`src/rtl/scope_pkg.sv`:
```
// Shared definitions for the scope capture path.
//   state_e   : capture scheduler FSM encoding
//   N_CH_DEF  : default channel count, DW_DEF : default sample width
//   CH_W      : channel index width for the default channel count
//   idx_w()   : index width for an arbitrary channel count (at least 1 bit)
package scope_pkg;

    typedef enum logic [2:0] {
        StIdle,
        StArm,
        StCapture,
        StSel,
        StRreq,
        StRlat,
        StHold,
        StFin
    } state_e;

    localparam int unsigned N_CH_DEF = 4;
    localparam int unsigned DW_DEF   = 8;
    localparam int unsigned CH_W     = $clog2(N_CH_DEF);

    function automatic int unsigned idx_w(input int unsigned n);
        return (n > 1) ? $clog2(n) : 1;
    endfunction

endpackage

```
`src/rtl/lowest_bit_pick.sv`:
```
// Lowest-set-bit priority picker.
//   mask  in  N   candidate mask
//   idx   out W   index of the lowest set bit (0 when mask is empty)
//   found out 1   mask has at least one bit set
module lowest_bit_pick
    import scope_pkg::*;
#(
    parameter int unsigned N = N_CH_DEF,
    parameter int unsigned W = idx_w(N)
) (
    input  logic [N-1:0] mask,
    output logic [W-1:0] idx,
    output logic         found
);

    // Scan from the top down so the lowest set bit is the last one written.
    always_comb begin
        idx   = '0;
        found = 1'b0;
        for (int i = int'(N) - 1; i >= 0; i--) begin
            if (mask[i]) begin
                idx   = W'(i);
                found = 1'b1;
            end
        end
    end

endmodule

```
`src/rtl/adc_capture_scheduler.sv`:
```
// Sequences the per-channel ADC capture drives: arms all enabled channels, waits for their
// end flags (with timeout), then drains each channel FIFO in ascending order onto a single
// valid/ready sample stream.
//   Clk, Reset_n          clock, asynchronous active-low reset
//   start, abort          capture request / unconditional return to idle
//   ch_en                 channel enable mask, sampled on an accepted start
//   adc_end, adc_empty    per-channel capture-complete and FIFO-empty flags
//   adc_q                 per-channel FIFO data, channel k at [k*DW +: DW]
//   adc_bg, adc_rdreq     per-channel capture level and FIFO read strobe
//   out_data/chan/valid/last, out_ready   sample stream to the host-link framer
//   busy, done, ch_timeout                status
module adc_capture_scheduler
    import scope_pkg::*;
#(
    parameter int unsigned N_CH    = 4,
    parameter int unsigned DW      = 8,
    parameter int unsigned SAMPLES = 4096,
    parameter int unsigned TO_W    = 24,
    parameter int unsigned TIMEOUT = 10000000,
    parameter int unsigned ARM_CYC = 4,
    localparam int unsigned CW     = idx_w(N_CH)
) (
    input  logic               Clk,
    input  logic               Reset_n,
    input  logic               start,
    input  logic               abort,
    input  logic [N_CH-1:0]    ch_en,
    input  logic [N_CH-1:0]    adc_end,
    input  logic [N_CH-1:0]    adc_empty,
    input  logic [N_CH*DW-1:0] adc_q,
    output logic [N_CH-1:0]    adc_bg,
    output logic [N_CH-1:0]    adc_rdreq,
    output logic [DW-1:0]      out_data,
    output logic [CW-1:0]      out_chan,
    output logic               out_valid,
    output logic               out_last,
    input  logic               out_ready,
    output logic               busy,
    output logic               done,
    output logic [N_CH-1:0]    ch_timeout
);

    localparam int unsigned     WC_W     = $clog2(SAMPLES) + 1;
    localparam logic [WC_W-1:0] WC_MAX   = WC_W'(SAMPLES);
    localparam logic [TO_W-1:0] TO_LAST  = TO_W'(TIMEOUT - 1);
    localparam logic [TO_W-1:0] ARM_LAST = TO_W'(ARM_CYC - 1);
    localparam logic [TO_W-1:0] TO_SAT   = '1;

    state_e            state_q, state_d;
    logic [N_CH-1:0]   en_q, en_d;
    logic [N_CH-1:0]   bg_q, bg_d;
    logic [N_CH-1:0]   tmo_q, tmo_d;
    logic [TO_W-1:0]   to_q, to_d;
    logic [WC_W-1:0]   wc_q, wc_d;
    logic [CW-1:0]     ch_q, ch_d;
    logic [DW-1:0]     data_q, data_d;
    logic [CW-1:0]     chan_q, chan_d;
    logic              valid_q, valid_d;
    logic              last_q, last_d;

    logic [DW-1:0]     q_lane [N_CH];
    logic [CW-1:0]     pick_idx;
    logic              pick_found;
    logic              all_end, to_hit, arm_done, rd_go;
    logic [WC_W-1:0]   wc_inc;

    always_comb begin
        for (int k = 0; k < int'(N_CH); k++) begin
            q_lane[k] = adc_q[k*DW +: DW];
        end
    end

    lowest_bit_pick #(
        .N (N_CH),
        .W (CW)
    ) u_pick (
        .mask  (en_q),
        .idx   (pick_idx),
        .found (pick_found)
    );

    assign all_end  = ((adc_end & en_q) == en_q);
    assign to_hit   = (to_q == TO_LAST);
    assign arm_done = (to_q == ARM_LAST);
    assign rd_go    = !adc_empty[ch_q] && (wc_q != WC_MAX);
    assign wc_inc   = wc_q + WC_W'(1);

    // FSM state register
    always_ff @(posedge Clk or negedge Reset_n) begin
        if (!Reset_n) begin
            state_q <= StIdle;
        end else begin
            state_q <= state_d;
        end
    end

    // FSM next state; abort overrides every transition
    always_comb begin
        state_d = state_q;
        case (state_q)
            StIdle:    if (start) state_d = StArm;
            StArm:     if (arm_done) state_d = StCapture;
            StCapture: if (all_end || to_hit) state_d = StSel;
            StSel:     state_d = pick_found ? StRreq : StFin;
            StRreq:    state_d = rd_go ? StRlat : StSel;
            StRlat:    state_d = StHold;
            StHold:    if (valid_q && out_ready) state_d = StRreq;
            StFin:     state_d = StIdle;
            default:   state_d = StIdle;
        endcase
        if (abort) state_d = StIdle;
    end

    // FSM outputs
    always_comb begin
        adc_rdreq = '0;
        if (state_q == StRreq && rd_go) adc_rdreq[ch_q] = 1'b1;
        busy = (state_q != StIdle);
        done = (state_q == StFin);
    end

    // Datapath next state
    always_comb begin
        en_d    = en_q;
        bg_d    = bg_q;
        tmo_d   = tmo_q;
        to_d    = to_q;
        wc_d    = wc_q;
        ch_d    = ch_q;
        data_d  = data_q;
        chan_d  = chan_q;
        valid_d = valid_q;
        last_d  = last_q;
        case (state_q)
            StIdle: begin
                if (start) begin
                    en_d  = ch_en;
                    tmo_d = '0;
                    to_d  = '0;
                end
            end
            StArm: begin
                // bg stays low here so each drive flushes its FIFO before capturing
                if (arm_done) begin
                    to_d = '0;
                    bg_d = en_q;
                end else begin
                    to_d = to_q + TO_W'(1);
                end
            end
            StCapture: begin
                if (!all_end && to_hit) begin
                    tmo_d = tmo_q | (en_q & ~adc_end);
                    en_d  = en_q & adc_end;
                    bg_d  = en_q & adc_end;
                end else if (to_q != TO_SAT) begin
                    to_d = to_q + TO_W'(1);
                end
            end
            StSel: begin
                // bg is left alone: dropping it would flush the FIFO being drained
                if (pick_found) begin
                    ch_d           = pick_idx;
                    en_d[pick_idx] = 1'b0;
                    wc_d           = '0;
                end
            end
            StRlat: begin
                data_d  = q_lane[ch_q];
                chan_d  = ch_q;
                valid_d = 1'b1;
                wc_d    = wc_inc;
                // Empty here already reflects the read just issued, so this is a lookahead
                last_d  = (wc_inc == WC_MAX) || adc_empty[ch_q];
            end
            StHold: begin
                if (valid_q && out_ready) begin
                    valid_d = 1'b0;
                    last_d  = 1'b0;
                end
            end
            StFin: begin
                bg_d = '0;
            end
            default: ;
        endcase
        if (abort) begin
            bg_d    = '0;
            valid_d = 1'b0;
            last_d  = 1'b0;
        end
    end

    always_ff @(posedge Clk or negedge Reset_n) begin
        if (!Reset_n) begin
            en_q    <= '0;
            bg_q    <= '0;
            tmo_q   <= '0;
            to_q    <= '0;
            wc_q    <= '0;
            ch_q    <= '0;
            data_q  <= '0;
            chan_q  <= '0;
            valid_q <= 1'b0;
            last_q  <= 1'b0;
        end else begin
            en_q    <= en_d;
            bg_q    <= bg_d;
            tmo_q   <= tmo_d;
            to_q    <= to_d;
            wc_q    <= wc_d;
            ch_q    <= ch_d;
            data_q  <= data_d;
            chan_q  <= chan_d;
            valid_q <= valid_d;
            last_q  <= last_d;
        end
    end

    assign adc_bg     = bg_q;
    assign out_data   = data_q;
    assign out_chan   = chan_q;
    assign out_valid  = valid_q;
    assign out_last   = last_q;
    assign ch_timeout = tmo_q;

endmodule
```
`config.mk`:
```
export PLATFORM = sky130hd
export DESIGN_NAME = adc_capture_scheduler
export DESIGN_NICKNAME = d
export VERILOG_FILES = /design/src/rtl/scope_pkg.sv /design/src/rtl/lowest_bit_pick.sv /design/src/rtl/adc_capture_scheduler.sv
export SDC_FILE = /design/constraint.sdc
export NUM_CORES = 1
export LEC_CHECK = 0
export BUFFER_PORTS_ARGS = -buffer_cell sky130_fd_sc_hd__buf_2
export CAP_MARGIN = 20
export CELL_PAD_IN_SITES_DETAIL_PLACEMENT = 1
export CELL_PAD_IN_SITES_GLOBAL_PLACEMENT = 2
export CORE_MARGIN = 5
export CORE_UTILIZATION = 37
export DETAILED_ROUTE_END_ITERATION = 16
export GPL_ROUTABILITY_DRIVEN = 0
export PLACE_DENSITY_LB_ADDON = 0.1
export SLEW_MARGIN = 10
export SYNTH_ARGS = -nofsm -noshare
export SYNTH_HDL_FRONTEND = slang
export SYNTH_SLANG_ARGS = --single-unit
```
`constraint.sdc`:
```
create_clock -name Clk -period 4.1 [get_ports Clk]
set_input_delay 0.205 -clock Clk [delete_from_list [all_inputs] [get_ports Clk]]
set_output_delay 0.205 -clock Clk [all_outputs]
set_load 0.05 [all_outputs]
```
### Word-level counts from Yosys, hierarchy flattened

Index checks and enable logic that the tools add are counted.

* logic and storage cells: 122
* bits in registers: 66
* output and inout bits: 26

* muxes and demuxes: 48
* bitwise logic cells: 7
* reduce and logical (&&, ||, !) cells: 26
* order comparisons: 5
* eq/ne operators: 23
* $add $sub $neg: 2

Operator list (number)
* $mux W24: 4
* $pmux W24 S3: 1
* $mux W4: 8
* $pmux W13 S2: 1
* $add A24 B1 Y24 const B: 1
* $eq A24 B2 Y1 const B: 1
* $eq A24 B24 Y1 const B: 1
* $ne A24 B24 Y1 const B: 1
* $pmux W3 S8: 1
* $pmux W4 S3: 2
* $mux W3: 6
* $bmux W8 S2: 1
* $mux W8: 2
* $ne A3 B3 Y1 const B: 5
* $add A13 B1 Y13 const B: 1
* $eq A13 B13 Y1 const B: 1
* $mux W13: 1
* $ne A13 B13 Y1 const B: 1
* $and A4 B4 Y4: 3
* $eq A3 B3 Y1 const B: 4
* $reduce_and A4 Y1: 3
* $reduce_bool A3 Y1: 4
* $mux W1: 10
* $mux W2: 5
* 22 further kinds: 43

### Logic depth before layout (Yosys ltp)

* depth after elaboration: 12
* mapped depth: 9

### Cells and area by module

A second synthesis with hierarchy kept.

* cell total of the unflattened synthesis: 473
* area total of the unflattened synthesis: 4127.7 µm²

By module, submodules not included
* adc_capture_scheduler: area each 4092.7 µm², times used 1, cells each 466, seq. area each 1651.6 µm²
* lowest_bit_pick: area each 35.0 µm², times used 1, cells each 7, seq. area each 0.0 µm²

### Least setup slack after synthesis

Ideal clock, no wire load.

* path kind: register -> output
* start point: register ch_q[0]
* end point: output adc_rdreq[0]
* slack: 1.307 ns
* path buffers: 1
* cell stages (with the launch flop): 6
* data arrival time: 2.588 ns
* required time: 3.895 ns
* cells stage by stage: dfrtp_1 -> clkbuf_1 -> mux4_2 -> a41oi_1 -> nand3_1 -> nor3_1

* longest elaborated chain between the ends: 6
* elaborated cells on any way between the ends: 11
* those cells by class: 2 x order compare; 5 x mux; 4 x reduce/logical

RTL lines
* start: declaration: RTL line adc_capture_scheduler.sv:55 `logic [CW-1:0] ch_q, ch_d;`
* start signal: assignment: RTL line adc_capture_scheduler.sv:212 `ch_q <= ch_d;`
* parallel branches: the longest is 5 deep, another holds $lt A2 B3 Y1
* $mux W4 *: RTL line adc_capture_scheduler.sv:117 `if (state_q == StRreq && rd_go) adc_rdreq[ch_q] = 1'b1;`
* end: declaration: RTL line adc_capture_scheduler.sv:32 `output logic [N_CH-1:0] adc_rdreq,`

Every way passes the cells marked *. The select of a mux whose other input is x is not followed.

### Worst setup path in the final report

* start point: register ch_q[0]
* end point: output adc_rdreq[2]

The elaborated chain is that of the path after synthesis.

==> results.tsv <==
stage	metric	value	unit
finish	nets	585	
drt	wl_per_cell	19.22	µm
timing	timing.fmax	322.9	MHz
floorplan	start_util	37.52	%
logic_synthesis	synthMostInstantiatedCell	dfrtp_1	
logic_synthesis	synth_ff_type	dfrtp_1	
run	max_cap_violations	0	
place	dp_hpwl	9.676	mm
clocking	tritoncts	yes	
logic_synthesis	ys_seq_elements	66	
power	internal-power	1.690	mW
floorplan	fp.dieH	117.1	µm
timing	grt_setup_unrepaired	no	
clocking	cts_resized	0	
logic_synthesis	avgSynthCellArea	8.905	µm²
critical_path	r2r_cells	5	
logic_synthesis	synthTopCellsByCount	66 x dfrtp_1, 53 x nand2_1, 36 x o21ai_0	
clocking	post_cts_buffers	0	
critical_path	regToRegStartpoint	state_q[1]	
status	status	completed	
power	p_switching	1.253	mW
critical_path	critPathMaxFanout	14	
drt	vias	4017	
power	power.density	591.4	mW/mm²
global_route	grt.overflow.total	0	
clocking	cts_htree_levels	3	
finish	multi_input_area	0.002382	mm²
critical_path	crit_path_end_kind	output pin	
clocking	cts.path.max_buffers	2	
logic_synthesis	synth_warnings	0	
logic_synthesis	synth-edff-count	0	
logic_synthesis	ys_seq_area_share	38.88	%
hold_path	hold_class	in2async	
logic_synthesis	synth_top_area_share	38.88	%
timing	tightest_slew	0.9265	ns
drt	drt-pass1-iter-count	4	
global_route	grt_pass1_wl	21.09	mm
power	p_clk_share	28.1	%
clocking	cts_buffers	9	
critical_path	cp.arrival	2.89	ns
power	p_seq_share	33.1	%
logic_synthesis	synth_cell_types	64	
finish	area_growth_syn_to_layout	17.14	%
logic_synthesis	ys_async_sr_fraction	100.0	%
critical_path	worstSetupPathType	reg2out	
floorplan	num_rows	39	
global_route	antenna_found_initial	0	
logic_synthesis	syn_inst	477	
timing	setup_viol	0	
drt	drt_iter0_drc	139	
floorplan	boundaryPins	75	
timing	finalHoldViolCount	0	
power	finalPower	2.943	mW
clocking	cts.sinks	66	
power	irDropWorstVdd	394.7	µV
finish	fillers	1340	
timing	tns	0	ns
global_route	first_global_vias	4088	
critical_path	rrSetupSlack	1.19	ns
timing	slew_viol_final	0	
clocking	cts_hold_buffers	0	
global_route	grt_max_degree	40	
critical_path	cp-start-kind	register	
timing	timing.final.ws_setup	1.003	ns
logic_synthesis	syn_area	0.004248	mm²
clocking	ctsRootBufferMaster	clkbuf_16	
timing	slew_headroom	38.23	%
place	placement.io_buffers	74	
global_route	grt_use_total	19.69	%
logic_synthesis	synth_top_area_cell	dfrtp_1	
floorplan	dieWidth	117.1	µm
critical_path	r2r-end	to_q[0]	
drt	drc	0	
finish	fin_util	43.95	%
finish	register_area	0.001652	mm²
power	switching_share	42.56	%
finish	drive_above_1_share	21.97	%
timing	fin_crit	3.097	ns
floorplan	core_region_area	0.01132	mm²
logic_synthesis	syn_nets	530	
finish	antenna_cells	0	
drt	wirelength	13.07	mm
floorplan	die_area	0.01372	mm²
critical_path	crit_required	3.89	ns
power	pwr-share-comb	38.7	%
timing	min_period_over_period	75.55	%
clocking	clock_latency	0.34	ns
drt	via_per_inst	5.907	
drt	ant_nets	0	
clocking	cts.clk_slew.worst_paths	0.06	ns
power	p_leak	2.073	nW
timing	finClkSkew	0.006534	ns
place	dp_slack	1.197	ns
logic_synthesis	synth.area.top_cells	dfrtp_1 39%, mux4_2 4.8%, nand2_1 4.7%, o21ai_0 4.2%, a21oi_1 4.1%	
critical path, stage by stage, from the launching register on:
cell,delay [ns]
dfrtp_1,0.82
mux4_2,0.64
a41oi_1,0.34
nand3_1,0.23
nor3_1,0.22
buf_2,0.30
layer usage:
| layer | up-vias | track usage (%) | part of all wire, % |
|---|---|---|---|
| li1 | 1918 | - | - |
| met1 | 1998 | 25.26 | 45 |
| met2 | 89 | 33.41 | 49 |
| met3 | 12 | 3.085 | 4.7 |
| met4 | 0 | 7.416 | 1.4 |
| met5 | - | 0 | 0 |
worst max-delay path by stage:
| stage | depth (start not counted) | start | endpoint | slack [ns] |
|---|---|---|---|---|
| global route | 5 | ch_q[0] | adc_rdreq[0] | 0.72 |
| global placement | 5 | state_q[1] | to_q[0] | 1.31 |
| floorplan | 5 | ch_q[0] | adc_rdreq[0] | 1.31 |
| finish | 5 | ch_q[0] | adc_rdreq[2] | 1.00 |
| detailed placement | 5 | state_q[1] | to_q[0] | 1.20 |
| CTS | 5 | ch_q[0] | adc_rdreq[0] | 0.92 |
cell families (layout without fill, tap and decap cells):
kind of cell,count (synthesis),after routing,share of synthesized area [%]
AND/OR/NAND/NOR,207,207,27.81
AO/OA/AOI/OAI,131,131,19.20
flip-flops,66,66,38.88
buffers and inverters,47,107,5.155
multiplexers,16,16,6.539
XOR/XNOR,6,6,1.237
adder cells (fa/ha/maj),4,4,1.178
power groups by stage:
stage	clock network, mW	logic, mW	registers [mW]
6_report	0.828	1.14	0.975
2_1_floorplan	0	0.699	1.11
4_1_cts	0.846	1.16	0.975
3_3_place_gp	0	1.13	0.978
5_1_grt	0.879	1.23	1.00
3_5_place_dp	0	1.15	0.986
through the flow:
step	instances	hold WS, ns	instance area, µm²
2_1_floorplan	477	-0.09059	4248
3_3_place_gp	664	0.4031	4658
3_5_place_dp	664	0.4039	4658
4_1_cts	680	0.03472	4976
5_1_grt	680	0.07463	4976
6_report	680	0.001351	4976
layout by cell type, fill, tap and decap left out, drive strengths merged, types with 5 or more instances in the layout:
cell and instances:
a211oi 5, a21oi 36, a22o 5, a31oi 5, and3 9, buf 77
clkbuf 15, dfrtp 66, inv 14, mux2i 6, mux4 9, nand2 53
nand3 21, nand4 21, nor2 27, nor3 17, nor4 9, o21ai 42
o31ai 12, or3 13, or4 13
area by class of cell:
type / instances / share of cell area (%)
Multi-Input combinational cell: 364 / 47.88
Sequential cell: 66 / 33.19
Clock inverter: 1 / 0.6035
Clock buffer: 15 / 5.783
Inverter: 14 / 1.056
Timing Repair Buffer: 77 / 7.895
Tap cell: 143 / 3.596
flip-flops by register name, indices dropped and copies added (netlist names), 2 cells and up:
| register | count |
|---|---|
| adc_bg | 4 |
| ch_q | 2 |
| to_q | 24 |
| out_chan | 2 |
| wc_q | 13 |
| ch_timeout | 4 |
| en_q | 4 |
| state_q | 3 |
| out_data | 8 |
Power figures use the tool's default switching activity.
